===== config.mk =====
export PLATFORM = sky130hd
export DESIGN_NAME = m3ds_apb_slave_mux_sec
export DESIGN_NICKNAME = d
export VERILOG_FILES = /design/src/rtl/m3ds_apb_slave_mux_sec.sv
export SDC_FILE = /design/constraint.sdc
export NUM_CORES = 1
export LEC_CHECK = 0
export ABC_AREA = 1
export BUFFER_PORTS_ARGS = -buffer_cell sky130_fd_sc_hd__buf_2
export CAP_MARGIN = 25
export CORE_MARGIN = 1.5
export CORE_UTILIZATION = 38
export DETAILED_ROUTE_END_ITERATION = 10
export PLACE_DENSITY = 0.78
export SETUP_SLACK_MARGIN = 0.1
export SLEW_MARGIN = 10
export SYNTH_ARGS = -nofsm -noshare
export SYNTH_HDL_FRONTEND = slang
export SYNTH_SLANG_ARGS = --single-unit
export TNS_END_PERCENT = 20

===== constraint.sdc =====
create_clock -name PCLK -period 1.7 [get_ports PCLK]
set_clock_uncertainty 0.2 [all_clocks]
set_input_delay 0.17 -clock PCLK [delete_from_list [all_inputs] [get_ports PCLK]]
set_output_delay 0.17 -clock PCLK [all_outputs]
set_load 0.02 [all_outputs]

===== src/rtl/m3ds_apb_slave_mux_sec.sv =====
// APB3 slave-side decoder and response multiplexer for the m3ds peripheral subsystem.
// Splits one APB region into NUM_SLV equal slots, enforces per-slot secure-only access,
// answers blocked or unmapped accesses with a local error, and aborts hung slaves.
module m3ds_apb_slave_mux_sec #(
    parameter int unsigned NUM_SLV        = 4,
    parameter int unsigned SLV_ADDR_WIDTH = 12,
    parameter logic [15:0] SEC_MASK       = 16'h0000,
    parameter int unsigned TIMEOUT        = 256
) (
    input  logic                   PCLK,
    input  logic                   PRESETn,
    input  logic                   psel_i,
    input  logic [31:0]            paddr_i,
    input  logic                   penable_i,
    input  logic                   pprot_i,
    input  logic [32*NUM_SLV-1:0]  prdata_s_i,
    input  logic [NUM_SLV-1:0]     pready_s_i,
    input  logic [NUM_SLV-1:0]     pslverr_s_i,
    output logic [NUM_SLV-1:0]     psel_o,
    output logic                   penable_o,
    output logic [31:0]            prdata_o,
    output logic                   pready_o,
    output logic                   pslverr_o,
    output logic                   timeout_o,
    input  logic                   timeout_clr_i
);

    typedef enum logic [1:0] {StIdle, StFwd, StErr} state_e;

    localparam logic [4:0]  NumSlvW   = 5'(NUM_SLV);
    localparam logic [15:0] TimeoutW  = 16'(TIMEOUT);
    localparam logic        TimeoutEn = (TIMEOUT != 0);

    state_e      state_q, state_d;
    logic [3:0]  slot_q, slot_d;
    logic [15:0] cnt_q, cnt_d;
    logic        timeout_q, timeout_d;

    logic [3:0]  idx;
    logic        illegal;
    logic [15:0] pready_ext, pslverr_ext, psel_full;
    logic [31:0] sel_rdata;
    logic        sel_ready, sel_err, wd_fire, set_tmo;

    // Upper bits are region-decoded upstream; low bits belong to the slave.
    logic unused_addr;
    assign unused_addr = ^{paddr_i[31:SLV_ADDR_WIDTH+4], paddr_i[SLV_ADDR_WIDTH-1:0]};

    assign idx         = paddr_i[SLV_ADDR_WIDTH+3:SLV_ADDR_WIDTH];
    assign illegal     = ({1'b0, idx} >= NumSlvW) || (SEC_MASK[idx] && !pprot_i);
    assign pready_ext  = 16'(pready_s_i);
    assign pslverr_ext = 16'(pslverr_s_i);
    assign sel_ready   = pready_ext[slot_q];
    assign sel_err     = pslverr_ext[slot_q];
    assign wd_fire     = TimeoutEn && (cnt_q == TimeoutW) && psel_i && penable_i && !sel_ready;
    assign psel_o      = psel_full[NUM_SLV-1:0];
    assign timeout_o   = timeout_q;

    // Select the read data of the registered slot.
    always_comb begin
        sel_rdata = '0;
        for (int i = 0; i < NUM_SLV; i++) begin
            if (slot_q == 4'(i)) begin
                sel_rdata = prdata_s_i[32*i +: 32];
            end
        end
    end

    // Next-state, wait counter, watchdog and bridge-side response.
    always_comb begin
        state_d   = state_q;
        slot_d    = slot_q;
        cnt_d     = cnt_q;
        set_tmo   = 1'b0;
        psel_full = '0;
        penable_o = 1'b0;
        pready_o  = 1'b1;
        pslverr_o = 1'b0;
        prdata_o  = '0;

        unique case (state_q)
            StIdle: begin
                if (psel_i && !penable_i) begin
                    if (illegal) begin
                        state_d = StErr;
                    end else begin
                        psel_full[idx] = 1'b1;
                        slot_d         = idx;
                        cnt_d          = '0;
                        state_d        = StFwd;
                    end
                end
            end
            StFwd: begin
                if (wd_fire) begin
                    // Abort: slave is cut off and the bridge sees an error completion.
                    pslverr_o = 1'b1;
                    set_tmo   = 1'b1;
                    state_d   = StIdle;
                end else begin
                    psel_full[slot_q] = psel_i;
                    penable_o         = penable_i;
                    prdata_o          = sel_rdata;
                    pready_o          = sel_ready;
                    pslverr_o         = sel_err;
                    if (!psel_i) begin
                        state_d = StIdle;
                        cnt_d   = '0;
                    end else if (penable_i) begin
                        if (sel_ready) begin
                            state_d = StIdle;
                        end else if (cnt_q != 16'hFFFF) begin
                            cnt_d = cnt_q + 16'd1;
                        end
                    end
                end
            end
            StErr: begin
                if (!psel_i) begin
                    state_d = StIdle;
                    cnt_d   = '0;
                end else if (penable_i) begin
                    pslverr_o = 1'b1;
                    state_d   = StIdle;
                end
            end
            default: state_d = StIdle;
        endcase

        // Set wins over clear.
        timeout_d = set_tmo ? 1'b1 : (timeout_clr_i ? 1'b0 : timeout_q);

        // Combinational IDLE decode must not leak a select while reset is held.
        if (!PRESETn) begin
            psel_full = '0;
            penable_o = 1'b0;
            pready_o  = 1'b1;
            pslverr_o = 1'b0;
            prdata_o  = '0;
        end
    end

    // State, slot, counter and sticky flag registers.
    always_ff @(posedge PCLK or negedge PRESETn) begin
        if (!PRESETn) begin
            state_q   <= StIdle;
            slot_q    <= '0;
            cnt_q     <= '0;
            timeout_q <= 1'b0;
        end else begin
            state_q   <= state_d;
            slot_q    <= slot_d;
            cnt_q     <= cnt_d;
            timeout_q <= timeout_d;
        end
    end

endmodule


# Word-level counts from Yosys, hierarchy flattened
# Memory sizes are Yosys's and may differ from the RTL's.
# Cells that the tools add are included.
# word_totals
ff_bits,23
mem_bits_ro,16
input_bits,174
output_inout_bits,40
word_cells,102
memories,1
# mem_list
name,depth,width,read_ports,rd_clocked_by_memory_dff,write_ports,line_no,source
(name not given),16,1,1,0,0,50,"assign illegal = ({1'b0, idx} >= NumSlvW) || (SEC_MASK[idx] && !pprot_i);"
# classes
addsub,1
n_lt_le_gt_ge,5
eq_ne,17
mux,54
n_bitwise,2
n_reduce_logical,18
# op_table
operator,count
32-bit two-way mux,7
16-bit two-way mux,8
16-bit one-hot mux with 3 select lines,1
1-bit two-way mux,19
"16-bit by 1-bit adder with 16-bit output, second input constant",1
"16-bit by 9-bit equality test with 1-bit output, second input constant",1
2-bit two-way mux,8
4-bit two-way mux,4
"16-bit inequality test, second input constant",1
"3-bit inequality test, second input constant",4
"4-bit by 5-bit < comparator with 1-bit output, second input constant",2
1-bit binary-select mux with 4-bit select,2
1-bit demux with 4-bit select,2
"4-bit by 2-bit equality test with 1-bit output, second input constant",2
"4-bit by 1-bit >= comparator with 1-bit output, second input constant",2
"2-bit inequality test, second input constant",4
"4-bit inequality test, second input constant",2
4-bit one-hot mux with 2 select lines,1
8-bit AND reduction,1
1-bit logical AND,7
2-bit one-hot mux with 3 select lines,1
4-bit AND,1
"4-bit by 1-bit equality test with 1-bit output, second input constant",1
"4-bit by 3-bit >= comparator with 1-bit output, second input constant",1
12 further kinds,14

# Longest topological paths before layout
# Gate-level depths: netlist of the first run.
# depth
ltp_word,8
mapped_depth,12
ltp_nobuf,11

# Least setup slack after synthesis of the first run
# OpenSTA, ideal clock, no wires.
# synth_timing
kind,register to output
from,register state_q[1]
to,output port prdata_o[0]
t_arrival_ns,1.583
required_time_ns,1.330
path_slack_ns,-0.253
path_stages_with_launch,9
path_cell_list,dfrtp_1 inv_1 ha_1 buf_6 nand2_1 inv_1 clkbuf_1 o211ai_1 nor2_1
# synth_between
elab_chain_cells,3
# synth_rtl
element,line_no,source
"start, declared",34,"state_e state_q, state_d;"
"start signal, assigned",146,state_q <= StIdle;
"start signal, assigned",151,state_q <= state_d;
2-bit by 1-bit equality test with 1-bit output,81,unique case (state_q)
32-bit two-way mux,81,
32-bit two-way mux,134,if (!PRESETn) begin
"end, declared",21,"output logic [31:0] prdata_o,"
# No other way between the ends.

# Worst setup path after layout of the first run
# layout_timing
from,register slot_q[0]
to,output port prdata_o[31]
# layout_between
elab_chain_cells,8
word_cells_on_any_way,15
cone_classes,eq/ne: 3; mux: 9; reduce/logical: 3
# layout_rtl
element,line_no,source
"start, declared",35,"logic [3:0] slot_q, slot_d;"
"start signal, assigned",152,slot_q <= slot_d;
4-bit zero test,63,if (slot_q == 4'(i)) begin
32-bit two-way mux (4 in a row),63,
32-bit two-way mux (*),95,if (wd_fire) begin
32-bit two-way mux (*),81,
32-bit two-way mux (*),134,
# Mark *: on every way between the ends. The rest lies on a longest branch, timed or not. The select of a mux whose other input is x is not followed.

==> run_results.csv, run 1 <==
group,metric,value,unit
worst_setup_path,r2r_end,"cnt_q[15]",
power_and_ir_drop,pwr-share-comb,81.1,%
yosys,synthFlopType,"dfrtp_1",
worst_setup_path,rr_worst_depth,12,
detailed_routing,vias,4894,
place,dpl.hpwl,10100,um
cells_and_area,drive_above_1_share,49.6,%
yosys,syn_area_per_cell,5.89,um2
worst_setup_path,arrival,1930,ps
power_and_ir_drop,p_sw_share,49.6,%
power_and_ir_drop,intPower,2.95,mW
status,failed_checks,"setup timing",
yosys,syn_nets,694,
min_path,holdPathEnd,"slot_q[1]",
global_routing,grt.total_usage,29.0,%
cells_and_area,final_area,5530,um2
detailed_routing,drt_iter0_drc,336,
place,port_buffers,184,
global_routing,antenna_found_initial,2,
yosys,yosys_warnings,0,
clock_network,clockRootBuffer,"clkbuf_8",
clock_network,path_clk_slew,80,ps
floorplanning,start_util,39.2,%
yosys,synth_top_area_share,19.0,%
detailed_routing,wl_per_cell,16.2,um
power_and_ir_drop,switching_power,2.90,mW
yosys,ys_types,33,
timing,period_share,136,%
clock_network,clockBufferDepth,2,
yosys,syn-cell-area,3030,um2
global_routing,grt_start_max_net_pins,33,
timing,worst_pin_slew,375,ps
timing,hold_viol_final,0,
floorplanning,row_count,32,
place,placed_area,4860,um2
floorplanning,io_pins,214,
global_routing,grt_pass1_wl,20100,um
yosys,ys_seq_area_share,19.0,%
timing,fin_crit,2300,ps
power_and_ir_drop,ir_drop,0.766,mV
timing,drv_slew,0,
min_path,hold_depth,3,
yosys,ys_ff_latch,23,
worst_setup_path,critPathMaxStageDelay,460,ps
worst_setup_path,r2r_setup_slack,-370,ps
min_path,hp-start,"paddr_i[13]",
worst_setup_path,required,1330,ps
clock_network,cts_sinks,23,
power_and_ir_drop,pwr-share-seq,12.5,%
worst_setup_path,worstSetupPathType,"flip-flop to primary output",
yosys,async_flop_share,100,%
clock_network,cts.htree.levels,1,
detailed_routing,routed_via_density,5.51,
detailed_routing,detailedRoute.firstPassIterationCount,6,
worst_setup_path,slowest_stage,"dfrtp_2",
detailed_routing,routed_wl,14400,um
job,cap_violations,0,
floorplanning,die_h,92.3,um
timing,timing.fmax,434,MHz
place,place_congestion,0.918,
yosys,synth_edf_count,0,
clock_network,tritoncts.num_buffers,3,
yosys,yosysMostFrequentCell,"nand2_1",
cells_and_area,fin_util,71.5,%
global_routing,grt_overflow,0,
status,status,"finished, violations left",
place,place_inst,862,
yosys,synthCells,515,
worst_setup_path,worstPathMaxFanout,6,
timing,relSlewSlack,74.8,%
detailed_routing,remaining_drc_errors,0,
timing,rsz0062_at_grt,"true",
timing,fin_setup_tns,-26680,ps
timing,setup_ws,-605,ps
power_and_ir_drop,powerDensity,1060,nW/um2
worst_setup_path,crit_chain,"inv_4 -> nand2_2 -> nor2_4 -> buf_12 -> buf_12 -> a21oi_1 -> nand3_1 -> o211ai_1 -> nor2_4 -> buf_6",
cells_and_area,finalNonFillerCells,888,
clock_network,clock_latency,280,ps
cells_and_area,area_growth,82.2,%
worst_setup_path,start_kind,"flip-flop",
min_path,hp-class,"primary input to flip-flop",
yosys,synthTopCellsByCount,"152 x nand2_1, 74 x nor2_1, 54 x nand3_1",
yosys,synth_area_leaders,"dfrtp_1 19%, nand2_1 19%, nor2_1 9.2%",
worst_setup_path,endpoint_kind,"primary output",
power_and_ir_drop,p_clk_share,6.4,%
yosys,synth_largest_area_cell,"dfrtp_1",
global_routing,grt_pass1_vias,4291,
clock_network,cts_tree,"built",
detailed_routing,detail-route-antenna-nets,0,
floorplanning,core-area,7730,um2
floorplanning,die_area,8530,um2
floorplanning,die_w,92.3,um
cells_and_area,finalNetCount,964,
timing,finalSetupViolations,58,
power_and_ir_drop,power_leakage,2.75,nW
worst_setup_path,r2r_start,"slot_q[0]",
cell families after synthesis:
group,count (synthesis),synth area share (%)
flip-flops,23,19.0
AND/OR/NAND/NOR,312,45.0
buffers and inverters,71,12.0
AO/OA/AOI/OAI,100,20.8
adder cells (fa/ha/maj),5,2.06
XOR/XNOR,4,1.15
layout make-up:
class	instances	area (um2)
Antenna cell	2	5.00
Clock buffer	4	45.0
Fill cell	563	2200
Inverter	41	166
Multi-Input combinational cell	421	2390
Sequential cell	23	577
Tap cell	102	128
Timing Repair Buffer	295	2220
layer usage:
metal	track usage (%)	vias up	part of all wire (%)
met1	34.8	2243	37
met3	4.19	74	9.2
met2	51.4	332	49
li1	-	2245	-
met4	11.9	0	4.8
met5	0	-	0
critical path, delay by kind of cell, from the launching register on:
family / cells / cell delay, ps
AO/OA/AOI/OAI: 2 / 230
buffers and inverters: 4 / 500
flip-flops: 1 / 460
AND/OR/NAND/NOR: 4 / 470
through the flow:
stage / hold slack [ps] / setup WS, ps / power [mW]
2_1_floorplan: -326 / -110 / 3.24
3_3_place_gp: -73.5 / -226 / 4.49
3_5_place_dp: -67.7 / -325 / 4.60
4_1_cts: 53.3 / -582 / 5.16
5_1_grt: 56.1 / -675 / 6.19
6_report: 32.3 / -605 / 5.84
how the worst max path moves through the flow:
stage,slack (ps),end,from
floorplan,-110,cnt_q[14],cnt_q[0]
global placement,-230,prdata_o[3],cnt_q[0]
detailed placement,-330,cnt_q[15],cnt_q[1]
CTS,-580,prdata_o[31],cnt_q[1]
global route,-680,prdata_o[5],slot_q[0]
finish,-600,prdata_o[31],slot_q[0]
power groups by stage:
stage                     Sequential [mW]  Combinational [mW]  Clock, mW
after detailed placement            0.710                3.89          0
after CTS                           0.701                4.08      0.376
after global placement              0.704                3.78          0
after floorplan                     0.699                2.54          0
after global routing                0.740                5.07      0.383
final                               0.731                4.74      0.372
what timing repair did:
| item | in CTS | in global routing |
|---|---|---|
| hold buffers | 2 | 0 |
| endpoints found under the setup margin | 60 | 62 |
| pin swaps | 13 | 13 |
| gates cloned | 1 | 4 |
| resized for setup | 79 | 30 |
| hold endpoints to repair | 24 | 0 |
| buffers inserted | 5 | 9 |
registers in the layout, indices dropped and copies added (netlist names):
register   count
cnt_q         16
slot_q         4
state_q        2
timeout_o      1
layout by cell type (no fill, tap or decap), types with 4 or more instances in the layout:
master / instances
nand2_4: 4
o21bai_1: 17
nor2_1: 34
buf_4: 93
nand3_1: 48
a21oi_1: 35
nand4_1: 6
xor2_1: 4
nand2_1: 147
nand2_2: 11
o211ai_1: 32
ha_2: 4
nand3_2: 6
a21oi_2: 4
inv_2: 7
buf_2: 151
dfrtp_1: 22
nor2_2: 25
clkbuf_16: 4
buf_12: 14
inv_1: 31
nor3_1: 5
o21ai_0: 8
nor2_4: 20
buf_6: 30
Note: power is estimated with default switching activity, not from simulation.
==> run 2, diff against run 1 <==
Settings changed: CORE_UTILIZATION 38 to 35, PLACE_DENSITY 0.78 to 0.73.
==> run 2 against run 1 <==
The run still ends with setup timing left. Non-clock buffer count decreased by 15. Core utilization down 4.7 points. Largest power group unchanged. Count of clock-buffer cells in the layout did not move. Cell area increased by 0.27%. Via count fell by 3.3%. Routed wire length increased by 1.4%. Register-to-register slack better by 80 ps. Clock power is 2% lower. Final cell count down 1.4%. First-iteration DRC count shrank 10%. Critical endpoint is now prdata_o[20].
==> run_results.csv, run 2 (synthesis gave the netlist of run 1 again) <==
group,metric,value,unit
floorplanning,core-area,8300,um2
clock_network,tritoncts.num_buffers,3,
worst_setup_path,critPathMaxStageDelay,460,ps
worst_setup_path,crit_chain,"inv_4 -> nand2_4 -> nor2_4 -> buf_12 -> clkbuf_16 -> a21oi_1 -> nand3_1 -> o211ai_1 -> nor2_2 -> buf_6",
place,dpl.hpwl,9720,um
worst_setup_path,slowest_stage,"dfrtp_2",
cells_and_area,fin_util,66.8,%
timing,period_share,135,%
timing,fin_setup_tns,-24950,ps
cells_and_area,finalNonFillerCells,876,
timing,finalSetupViolations,56,
global_routing,grt_overflow,0,
cells_and_area,final_cell_mix,"146 x buf_2, 144 x nand2_1, 72 x buf_4, 52 x nand3_1, 39 x buf_6",
timing,hold_viol_final,0,
power_and_ir_drop,intPower,3.05,mW
worst_setup_path,endpoint_kind,"primary output",
worst_setup_path,worstPathMaxFanout,6,
detailed_routing,route.layer.met1.wl,5410,um
detailed_routing,remaining_drc_errors,0,
detailed_routing,drt_iter0_drc,302,
power_and_ir_drop,switching_power,2.99,mW
power_and_ir_drop,p_sw_share,49.5,%
clock_network,clockBufferDepth,2,
place,port_buffers,184,
timing,timing.fmax,436,MHz
global_routing,antenna_found_initial,2,
timing,drv_slew,0,
clock_network,path_clk_slew,90,ps
floorplanning,die_h,96.1,um
detailed_routing,met2WireLength,7280,um
cells_and_area,layout_commonest_cell,"buf_2",
clock_network,clockRootBuffer,"clkbuf_8",
cells_and_area,reg.largest.list,"cnt_q (16), slot_q (4), state_q (2)",
clock_network,cts_sinks,23,
timing,worst_pin_slew,520,ps
detailed_routing,routed_via_density,5.40,
global_routing,grt_pass1_vias,4036,
place,place_congestion,0.874,
detailed_routing,dr_wl_met3,1250,um
cells_and_area,drive_above_1_share,49.8,%
global_routing,grt_start_max_net_pins,34,
job,cap_violations,0,
worst_setup_path,start_kind,"flip-flop",
status,failed_checks,"setup timing",
power_and_ir_drop,pwr-share-comb,81.5,%
worst_setup_path,worstSetupPathType,"flip-flop to primary output",
floorplanning,row_count,33,
worst_setup_path,required,1330,ps
detailed_routing,routed_wl,14600,um
detailed_routing,vias,4731,
floorplanning,start_util,36.5,%
min_path,hp-class,"primary input to flip-flop",
detailed_routing,highest_layer,"met4",
power_and_ir_drop,p_clk_share,6.0,%
timing,relSlewSlack,65.2,%
status,status,"finished, violations left",
clock_network,clock_latency,270,ps
global_routing,grt_pass1_wl,18700,um
cells_and_area,largest_register_ffs,16,
detailed_routing,detail-route-antenna-nets,0,
clock_network,cts_tree,"built",
timing,rsz0062_at_grt,"true",
worst_setup_path,arrival,1920,ps
floorplanning,io_pins,214,
timing,fin_crit,2290,ps
power_and_ir_drop,pwr-share-seq,12.5,%
power_and_ir_drop,power_leakage,2.73,nW
power_and_ir_drop,ir_drop,0.755,mV
cells_and_area,area_growth,82.7,%
timing,setup_ws,-593,ps
floorplanning,die_area,9230,um2
timing,hold_ws,7.31,ps
floorplanning,die_w,96.1,um
global_routing,grt.total_usage,25.7,%
place,place_inst,850,
cells_and_area,finalNetCount,949,
detailed_routing,wl_per_cell,16.7,um
clock_network,cts.htree.levels,1,
power_and_ir_drop,powerDensity,1090,nW/um2
cells_and_area,largest-register,"cnt_q",
detailed_routing,detailedRoute.firstPassIterationCount,6,
## run 2: cell types whose count changed in the layout (fill, tap and decap cells not counted), moves of 5 or more
cell     previous run  this run
a21oi_1            35        29
nor2_4             20        15
buf_2             151       146
buf_4              93        72
buf_6              30        39
a21oi_2             4        10
## run 2: area by class of cell
class | count | area (um2)
repair buffers | 280 | 2190
well taps | 105 | 131
fillers | 628 | 2760
clock buffers | 4 | 45.0
flip-flops and latches | 23 | 578
inverters | 41 | 179
multi-input cells | 421 | 2410
diodes | 2 | 5.00
## run 2: worst paths after layout
kind | depth (start not counted) | slack, ps | to | startpoint
min | 3 | 7 | slot_q[1] | paddr_i[13]
max | 10 | -590 | prdata_o[20] | slot_q[0]
max reg2reg | 12 | -290 | cnt_q[10] | cnt_q[1]
min reg2reg | 2 | 320 | timeout_o | timeout_o
max in group asynchronous | 4 | 330 | cnt_q[14] | PRESETn
min in group asynchronous | 3 | 370 | state_q[0] | PRESETn
## run 2: what timing repair did
| item | in CTS | in global routing |
|---|---|---|
| endpoints found under the hold margin | 24 | 0 |
| gates resized for setup | 55 | 84 |
| pin swaps | 16 | 21 |
| cloned | 1 | 7 |
| buffers inserted | 5 | 5 |
| endpoints found under the setup margin | 62 | 62 |
| hold buffers | 2 | 0 |
## run 2: power groups by stage
stage          clock network (mW)  registers, mW  logic, mW
3_5_place_dp                    0          0.723       3.70
3_3_place_gp                    0          0.716       3.63
4_1_cts                     0.367          0.717       4.01
5_1_grt                     0.395          0.761       5.29
2_1_floorplan                   0          0.699       2.54
6_report                    0.364          0.754       4.92
## run 2: per-stage QoR
step	power (mW)	setup slack [ps]	area (um2)
6_report	6.04	-593	5540
3_3_place_gp	4.34	-278	4740
2_1_floorplan	3.24	-110	3270
5_1_grt	6.45	-713	5540
3_5_place_dp	4.43	-293	4740
4_1_cts	5.10	-531	5040
## run 2: worst max-delay path, delay by kind of cell, from the launching register on
kind                   cells  cell delay, ps
AOI/OAI and AO/OA          2             180
buffers and inverters      4             530
DFF                        1             460
and+or+nand+nor            4             460
## run 2: per-layer routing
layer / vias up / GRT usage (%)
met5: - / 0
met2: 280 / 47.4
met1: 2170 / 29.0
met4: 0 / 10.9
li1: 2217 / -
met3: 64 / 3.79
